File: src/rtl/serial_add.sv
// Bit-serial adder/subtractor: one shared full adder (two half adders + OR)
// walks the operands LSB first, one bit per clock, and publishes the result at the end.

module HalfAdder (
  input  logic x,
  input  logic y,
  output logic s,
  output logic c
);
  assign s = x ^ y;
  assign c = x & y;
endmodule

module serial_add #(
  parameter int unsigned WIDTH = 16
) (
  input  logic             clk,
  input  logic             rst_n,
  input  logic             start,
  input  logic             sub,
  input  logic [WIDTH-1:0] a,
  input  logic [WIDTH-1:0] b,
  output logic [WIDTH-1:0] out,
  output logic             carry,
  output logic             busy,
  output logic             done
);

  typedef enum logic [1:0] {
    IDLE = 2'd0,
    RUN  = 2'd1,
    DONE = 2'd2
  } state_t;

  localparam int unsigned CW = (WIDTH > 1) ? $clog2(WIDTH) : 1;
  localparam logic [CW-1:0] LAST_BIT = CW'(WIDTH - 1);

  state_t             state_q, state_d;
  logic [WIDTH-1:0]   a_q, a_d;
  logic [WIDTH-1:0]   b_q, b_d;
  logic               c_q, c_d;
  logic [CW-1:0]      cnt_q, cnt_d;
  logic [WIDTH-2:0]   res_q, res_d;
  logic [WIDTH-1:0]   out_q, out_d;
  logic               carry_q, carry_d;

  logic fa_x, fa_y;
  logic ha0_s, ha0_c;
  logic fa_sum, ha1_c;
  logic fa_cout;

  assign fa_x = a_q[cnt_q];
  assign fa_y = b_q[cnt_q];

  HalfAdder u_ha0 (
    .x (fa_x),
    .y (fa_y),
    .s (ha0_s),
    .c (ha0_c)
  );

  HalfAdder u_ha1 (
    .x (ha0_s),
    .y (c_q),
    .s (fa_sum),
    .c (ha1_c)
  );

  assign fa_cout = ha0_c | ha1_c;

  // Only WIDTH-1 bits are shifted in; the last sum bit goes straight into out.
  always_comb begin
    state_d = state_q;
    a_d     = a_q;
    b_d     = b_q;
    c_d     = c_q;
    cnt_d   = cnt_q;
    res_d   = res_q;
    out_d   = out_q;
    carry_d = carry_q;

    unique case (state_q)
      IDLE: begin
        if (start) begin
          a_d     = a;
          b_d     = b ^ {WIDTH{sub}};
          c_d     = sub;
          cnt_d   = '0;
          state_d = RUN;
        end
      end
      RUN: begin
        res_d = (WIDTH-1)'({fa_sum, res_q} >> 1);
        c_d   = fa_cout;
        cnt_d = cnt_q + 1'b1;
        if (cnt_q == LAST_BIT) begin
          out_d   = {fa_sum, res_q};
          carry_d = fa_cout;
          state_d = DONE;
        end
      end
      DONE: begin
        state_d = IDLE;
      end
      default: begin
        state_d = IDLE;
      end
    endcase
  end

  always_ff @(posedge clk or negedge rst_n) begin
    if (!rst_n) begin
      state_q <= IDLE;
      a_q     <= '0;
      b_q     <= '0;
      c_q     <= 1'b0;
      cnt_q   <= '0;
      res_q   <= '0;
      out_q   <= '0;
      carry_q <= 1'b0;
    end else begin
      state_q <= state_d;
      a_q     <= a_d;
      b_q     <= b_d;
      c_q     <= c_d;
      cnt_q   <= cnt_d;
      res_q   <= res_d;
      out_q   <= out_d;
      carry_q <= carry_d;
    end
  end

  assign out   = out_q;
  assign carry = carry_q;
  assign busy  = (state_q == RUN);
  assign done  = (state_q == DONE);

endmodule

File: config.mk
export PLATFORM = sky130hd
export DESIGN_NAME = serial_add
export DESIGN_NICKNAME = d
export VERILOG_FILES = /design/src/rtl/serial_add.sv
export SDC_FILE = /design/constraint.sdc
export NUM_CORES = 1
export LEC_CHECK = 0
export CAP_MARGIN = 30
export CORE_MARGIN = 2
export CORE_UTILIZATION = 56
export DETAILED_ROUTE_END_ITERATION = 6
export PLACE_DENSITY = 0.86
export SLEW_MARGIN = 20
export SYNTH_ARGS = -nofsm -noshare
export SYNTH_HDL_FRONTEND = slang
export SYNTH_HIERARCHICAL = 1
export SYNTH_SLANG_ARGS = --single-unit
File: constraint.sdc
create_clock -name clk -period 4.5 [get_ports clk]
set_input_delay 1.35 -clock clk [delete_from_list [all_inputs] [get_ports clk]]
set_output_delay 1.35 -clock clk [all_outputs]
set_load 0.05 [all_outputs]
---- Word level (Yosys, flattened, before mapping) ----
Cells that the tools add are included.
Widths: inputs -> output; s select.
word-level totals
  bits in registers ....................... 71
  input port bits ......................... 36
  output and inout bits ................... 19
operators by class
  add/subtract/negate cells ............... 1
  magnitude comparators ................... 1
  equal/unequal tests ..................... 5
  muxes and demuxes ....................... 11
  bitwise gates (word level) .............. 6
  reductions and logical operators ........ 6
operator list
  operator             number
  $xor 16x16->16       1
  $bmux 1 s4           2
  $pmux 4 s2           1
  $reduce_and 2->1     4
  $lt 4x5->1 const B   1
  $add 4x1->4 const B  1
  $eq 4x4->1 const B   1
  $mux 2               2
  $mux 4               1
  $pmux 2 s2           1
  $mux 1               3
  $and 1x1->1          2
  $eq 2x1->1 const B   1
  $eq 2x2->1 const B   1
  $logic_not 2->1      1
  $ne 2x1->1 const B   1
  $ne 2x2->1 const B   1
  $pmux 1 s2           1
  $reduce_bool 2->1    1
  $xor 1x1->1          2
  $or 1x1->1           1

---- Logic depth before layout (Yosys ltp) ----
  depth in word-level cells ............... 6
  gate-level depth with buffers ........... 9
  gate-level depth less buffers ........... 8

---- By module ----
The synthesis kept the hierarchy.
modules (own cells, without submodules)
  module      instances  cells an instance  area each (um2)  seq. area each (um2)
  serial_add  1          258                3109.2           1776.7
  HalfAdder   2          1                  12.5             0.0

---- Least setup slack after synthesis ----
No wires, ideal clock.
  kind .................................... reg-to-output
  from .................................... register state_q[1]
  to ...................................... output port busy
  arrival ................................. 1332 ps
  required time ........................... 3150 ps
  setup slack ............................. 1818 ps
  cell stages (with the launch flop) ...... 4
  buffers on the path ..................... 1
  cell sequence ........................... dfrtp_1 -> nand2b_1 -> inv_1 -> clkbuf_1
between the ends
  longest elaborated chain between the ends .. 1
ends and longest elaborated chain
  element                 RTL line  source
  start, declared         38        state_t state_q, state_d;
  start signal, assigned  122       state_q <= state_d;
  $eq 2x1->1              135       assign busy = (state_q == RUN);
  end, declared           25        output logic busy,
No other way between the ends.

---- Worst setup path in the final report ----
Same ends and word-level chain as after synthesis.

==> results.md <==
Drt:
- The number of DRC markers after the initial detailed-route iteration is 96.
- For this run, the detailed router's first-pass iteration total came to 4.
- In the routed layout, each cell is associated on average with a via count of 5.30.
- The total via count in the routed design is 2082.
- The final layout contains routed wiring with a total length of 5750 µm.
- After detailed routing, the number of remaining DRC violations is 0.
- In the final routed layout, each cell accounts on average for 14.6 µm.
- The count of nets left with antenna violations once routing finished came out at 0.

Global routing:
- The maximum number of pins on one net before global-route repair is 72.
- Across every metal layer, demand over resource in global routing totals 0.209.
- The initial antenna violation count came to 0.
- Global routing finished with a remaining overflow of 0.
- The first global-routing pass estimated 9790 µm of wire.
- The number of global-route vias before repair was 2122.

Floorplan:
- The total die area is 6210 µm².
- Measured along the x axis, the die boundary spans 78.8 µm.
- Pin placement for this block handled 55 I/O pins.
- The height of the die is 78.8 µm.
- The initialized floorplan defines 27 standard-cell rows.
- The core area is 5440 µm².
- The starting utilization of the core area is 0.576.

Clock network:
- The clock tree root buffer cell is sky130_fd_sc_hd__clkbuf_8.
- TritonCTS created 9 clock buffers.
- The number of hold buffers added after CTS was 0.
- TritonCTS built the clock tree.
- The H-tree was split into 3 levels.
- The number of sinks on the clock net is 71.
- Counting along the longest clock path gives a buffer depth of 2.
- Post-CTS timing repair inserted 0 buffers for setup.
- At the later pin of the worst-skew pair, clock insertion delay measures 340 ps.
- The count of instances resized after the clock tree is built is 0.
- Clock-pin slew was measured on the worst setup and hold paths at 70 ps.

Finish:
- The proportion of layout cells with a drive suffix above 1 is 0.159.
- The count of nets after finishing is 355.
- Relative to the synthesized area, the layout overhead comes to 25.3%.
- 0 antenna diodes ended up in the layout.
- Counting the fill cells in the layout gives 384.

Logic synthesis:
- The count of different cell masters after synthesis is 30.
- The most used flip-flop cell after synthesis is sky130_fd_sc_hd__dfrtp_1.
- Of the total synthesized cell area, the portion taken by full adders, half adders and majority gates is 0.0120.
- The yosys synthesis warning count is 6.
- After synthesis, the cell types taking the most area are sky130_fd_sc_hd__dfrtp_1 (57%), sky130_fd_sc_hd__mux2_2 (9.3%), sky130_fd_sc_hd__nand2_1 (6.0%), sky130_fd_sc_hd__mux4_1 (5.0%), sky130_fd_sc_hd__xnor2_1 (4.5%).
- The post-synthesis simple-gate area fraction is 0.107.
- Of all flip-flops after synthesis, the portion carrying an async set or reset was 1.00.
- The mux cell area share after synthesis is 0.188.
- The net count after synthesis is 299.
- The post-synthesis cell area is 3130 µm².
- The post-synthesis average cell area is 12.1 µm².
- Synthesis inferred 71 register bits.
- Of the post-synthesis cell area, the dominant cell type holds 0.567.
- The number of enable-type register cells in the synthesized netlist is 0.
- After technology mapping, the gate count stands at 260.
- The portion of the post-synthesis area used by sequential elements is 0.567.
- The largest total area in the synthesized netlist belongs to sky130_fd_sc_hd__dfrtp_1.
- The area fraction in compound gates after synthesis was 0.0535.
- By area, the combinational part of the netlist is dominated by multiplexers.
- The xor-xnor portion of the synthesized cell area is 0.0447.

Timing:
- The number of hold-slack violations in the final timing report was 0.
- Headroom to the max-slew limit came out at 0.647.
- Setup repair after global routing left no endpoint under its margin.
- Counting I/O delays and the setup requirement, the final critical path takes 3450 ps.
- For the final routed database, the setup TNS stands at 0 ps.
- The portion of the clock cycle consumed by the worst path in the final layout is 0.767.
- At the pin with the least slew margin, the transition time is 529 ps.
- The worst setup skew after layout is 5.68 ps.
- The fmax is 0.290 GHz.
- The final number of max-transition violations is 0.
- The number of failing setup endpoints in the final timing report is 0.

Power:
- The total power after layout is 2.70 mW.
- The cell-internal power is 1.68 mW.
- Of the total power, the share spent switching nets is 0.379.
- The switching power summed over all nets is 1.02 mW.
- The total power divided by cell area is 687 nW/µm².
- The largest vdd supply drop is 0.361 mV.
- In this run the static leakage power is 1.74 nW.
- Of the total power, combinational logic draws 0.412.
- Of the total power, registers draw 0.421.
- Of the total power, the clock network draws 0.166.

Place:
- The final HPWL from detailed placement is 3680 µm.
- The number of input and output port buffers inserted is 54.
- The global placement routability congestion is 0.759.

Outcome:
- The run finished with clean final reports.

Setup path:
- Of all nets on the critical path, the largest fanout is 21.
- Across all register-to-register paths, the minimum setup slack is 1680 ps.
- STA classifies the critical path startpoint as a flop.
- The number of cells on the worst reg-to-reg path is 8.
- The most critical setup path has its startpoint at state_q[1].
- Following the worst setup path forward leads to its endpoint at busy.
- The startpoint of the worst register-to-register path is cnt_q[1].
- The endpoint class of the critical path is an output pin.
- The type of the setup path with the least slack is reg2out.
- STA puts the critical path data required time at 3150 ps.
- The end of the worst register-to-register path is c_q.
- STA puts the critical path data arrival time at 2100 ps.

Flow run:
- The max-cap check violation count is 0.

Min path:
- The class of the most critical hold timing path is reg2reg.
==> how the worst min path moves through the flow <==
stage / depth (start not counted) / startpoint / to
finish: 1 / a_q[5] / a_q[5]
detailed placement: 2 / res_q[0] / res_q[0]
CTS: 2 / res_q[0] / res_q[0]
global placement: 2 / res_q[0] / res_q[0]
floorplan: 2 / res_q[0] / res_q[0]
global route: 2 / res_q[0] / res_q[0]
==> synthesized netlist by cell type, types with 2 or more instances <==
library cell,number
sky130_fd_sc_hd__a21oi_1,17
sky130_fd_sc_hd__xnor2_1,16
sky130_fd_sc_hd__mux2_2,26
sky130_fd_sc_hd__buf_2,9
sky130_fd_sc_hd__nor2_1,20
sky130_fd_sc_hd__a221o_1,2
sky130_fd_sc_hd__inv_1,2
sky130_fd_sc_hd__mux2i_1,5
sky130_fd_sc_hd__nand3_1,2
sky130_fd_sc_hd__mux4_1,6
sky130_fd_sc_hd__dfrtp_1,71
sky130_fd_sc_hd__mux2_1,6
sky130_fd_sc_hd__nand2b_1,2
sky130_fd_sc_hd__clkbuf_1,4
sky130_fd_sc_hd__nand2_1,50
sky130_fd_sc_hd__ha_1,3
sky130_fd_sc_hd__o21ai_0,5
sky130_fd_sc_hd__nor2b_1,2
==> worst max-delay path, cell delays in order (launching register included) <==
cell	delay, ps
sky130_fd_sc_hd__dfrtp_1	440
sky130_fd_sc_hd__nand2b_1	180
sky130_fd_sc_hd__inv_1	60
sky130_fd_sc_hd__buf_4	230
sky130_fd_sc_hd__clkdlybuf4s50_1	850
==> power groups by stage <==
stage | logic, mW | clock network (mW) | registers, mW
after detailed placement | 1.11 | 0 | 1.15
after global placement | 1.07 | 0 | 1.14
final | 1.11 | 0.449 | 1.14
after CTS | 1.12 | 0.457 | 1.14
after floorplan | 0.684 | 0 | 1.24
after global routing | 1.23 | 0.490 | 1.19
==> flip-flops by register name, summed over array words and instances (netlist names) <==
name and flops:
b_q 16, res_q 15, state_q 2, out 16
c_q 1, a_q 16, cnt_q 4, carry 1
==> cell families after synthesis <==
logic type,Yosys count
compound gates,29
xor+xnor,16
fa+ha+maj,3
buf+inv,17
flops,71
mux,44
simple gates,80
==> layout by cell type, fill, tap and decap left out, types with 2 or more instances in the layout <==
cell and n:
sky130_fd_sc_hd__inv_1 2, sky130_fd_sc_hd__a21oi_1 17, sky130_fd_sc_hd__ha_1 3, sky130_fd_sc_hd__nor2b_1 2
sky130_fd_sc_hd__nand2b_1 2, sky130_fd_sc_hd__buf_4 4, sky130_fd_sc_hd__mux2_1 6, sky130_fd_sc_hd__nand2_1 50
sky130_fd_sc_hd__mux2i_1 5, sky130_fd_sc_hd__mux2_2 26, sky130_fd_sc_hd__xnor2_1 16, sky130_fd_sc_hd__o21ai_0 5
sky130_fd_sc_hd__clkinv_2 4, sky130_fd_sc_hd__clkdlybuf4s50_1 53, sky130_fd_sc_hd__mux4_1 6, sky130_fd_sc_hd__clkbuf_8 11
sky130_fd_sc_hd__nand3_1 2, sky130_fd_sc_hd__nor2_1 20, sky130_fd_sc_hd__a221o_1 2, sky130_fd_sc_hd__dfrtp_1 71
==> per-layer routing <==
metal	track usage	wire, µm	up-vias
met5	0	0	-
met4	0.129	178	0
met1	0.282	2610	1018
met2	0.320	2740	48
met3	0.0341	223	14
li1	-	-	1002
==> final cells by class <==
type                    count  area, µm²  share of cell area
multi-input cells         172       1280               0.325
clock inverters             4       20.0             0.00510
clock buffers              12        155              0.0395
repair buffers             60        601               0.153
inverters                   2       7.51             0.00191
flip-flops and latches     71       1780               0.452
well taps                  72       90.1              0.0229
==> through the flow <==
stage | setup WS, ps | utilization | std cells | instance area, µm² | hold WS [ps]
2_1_floorplan | 1820 | - | 260 | 3130 | 440
3_3_place_gp | 1450 | 0.683 | 375 | 3720 | 456
3_5_place_dp | 1430 | 0.683 | 375 | 3720 | 467
4_1_cts | 1050 | 0.716 | 391 | 3890 | 482
5_1_grt | 974 | 0.722 | 393 | 3930 | 494
6_report | 1050 | 0.722 | 393 | 3930 | 480
(Power assumes the default switching activity.)
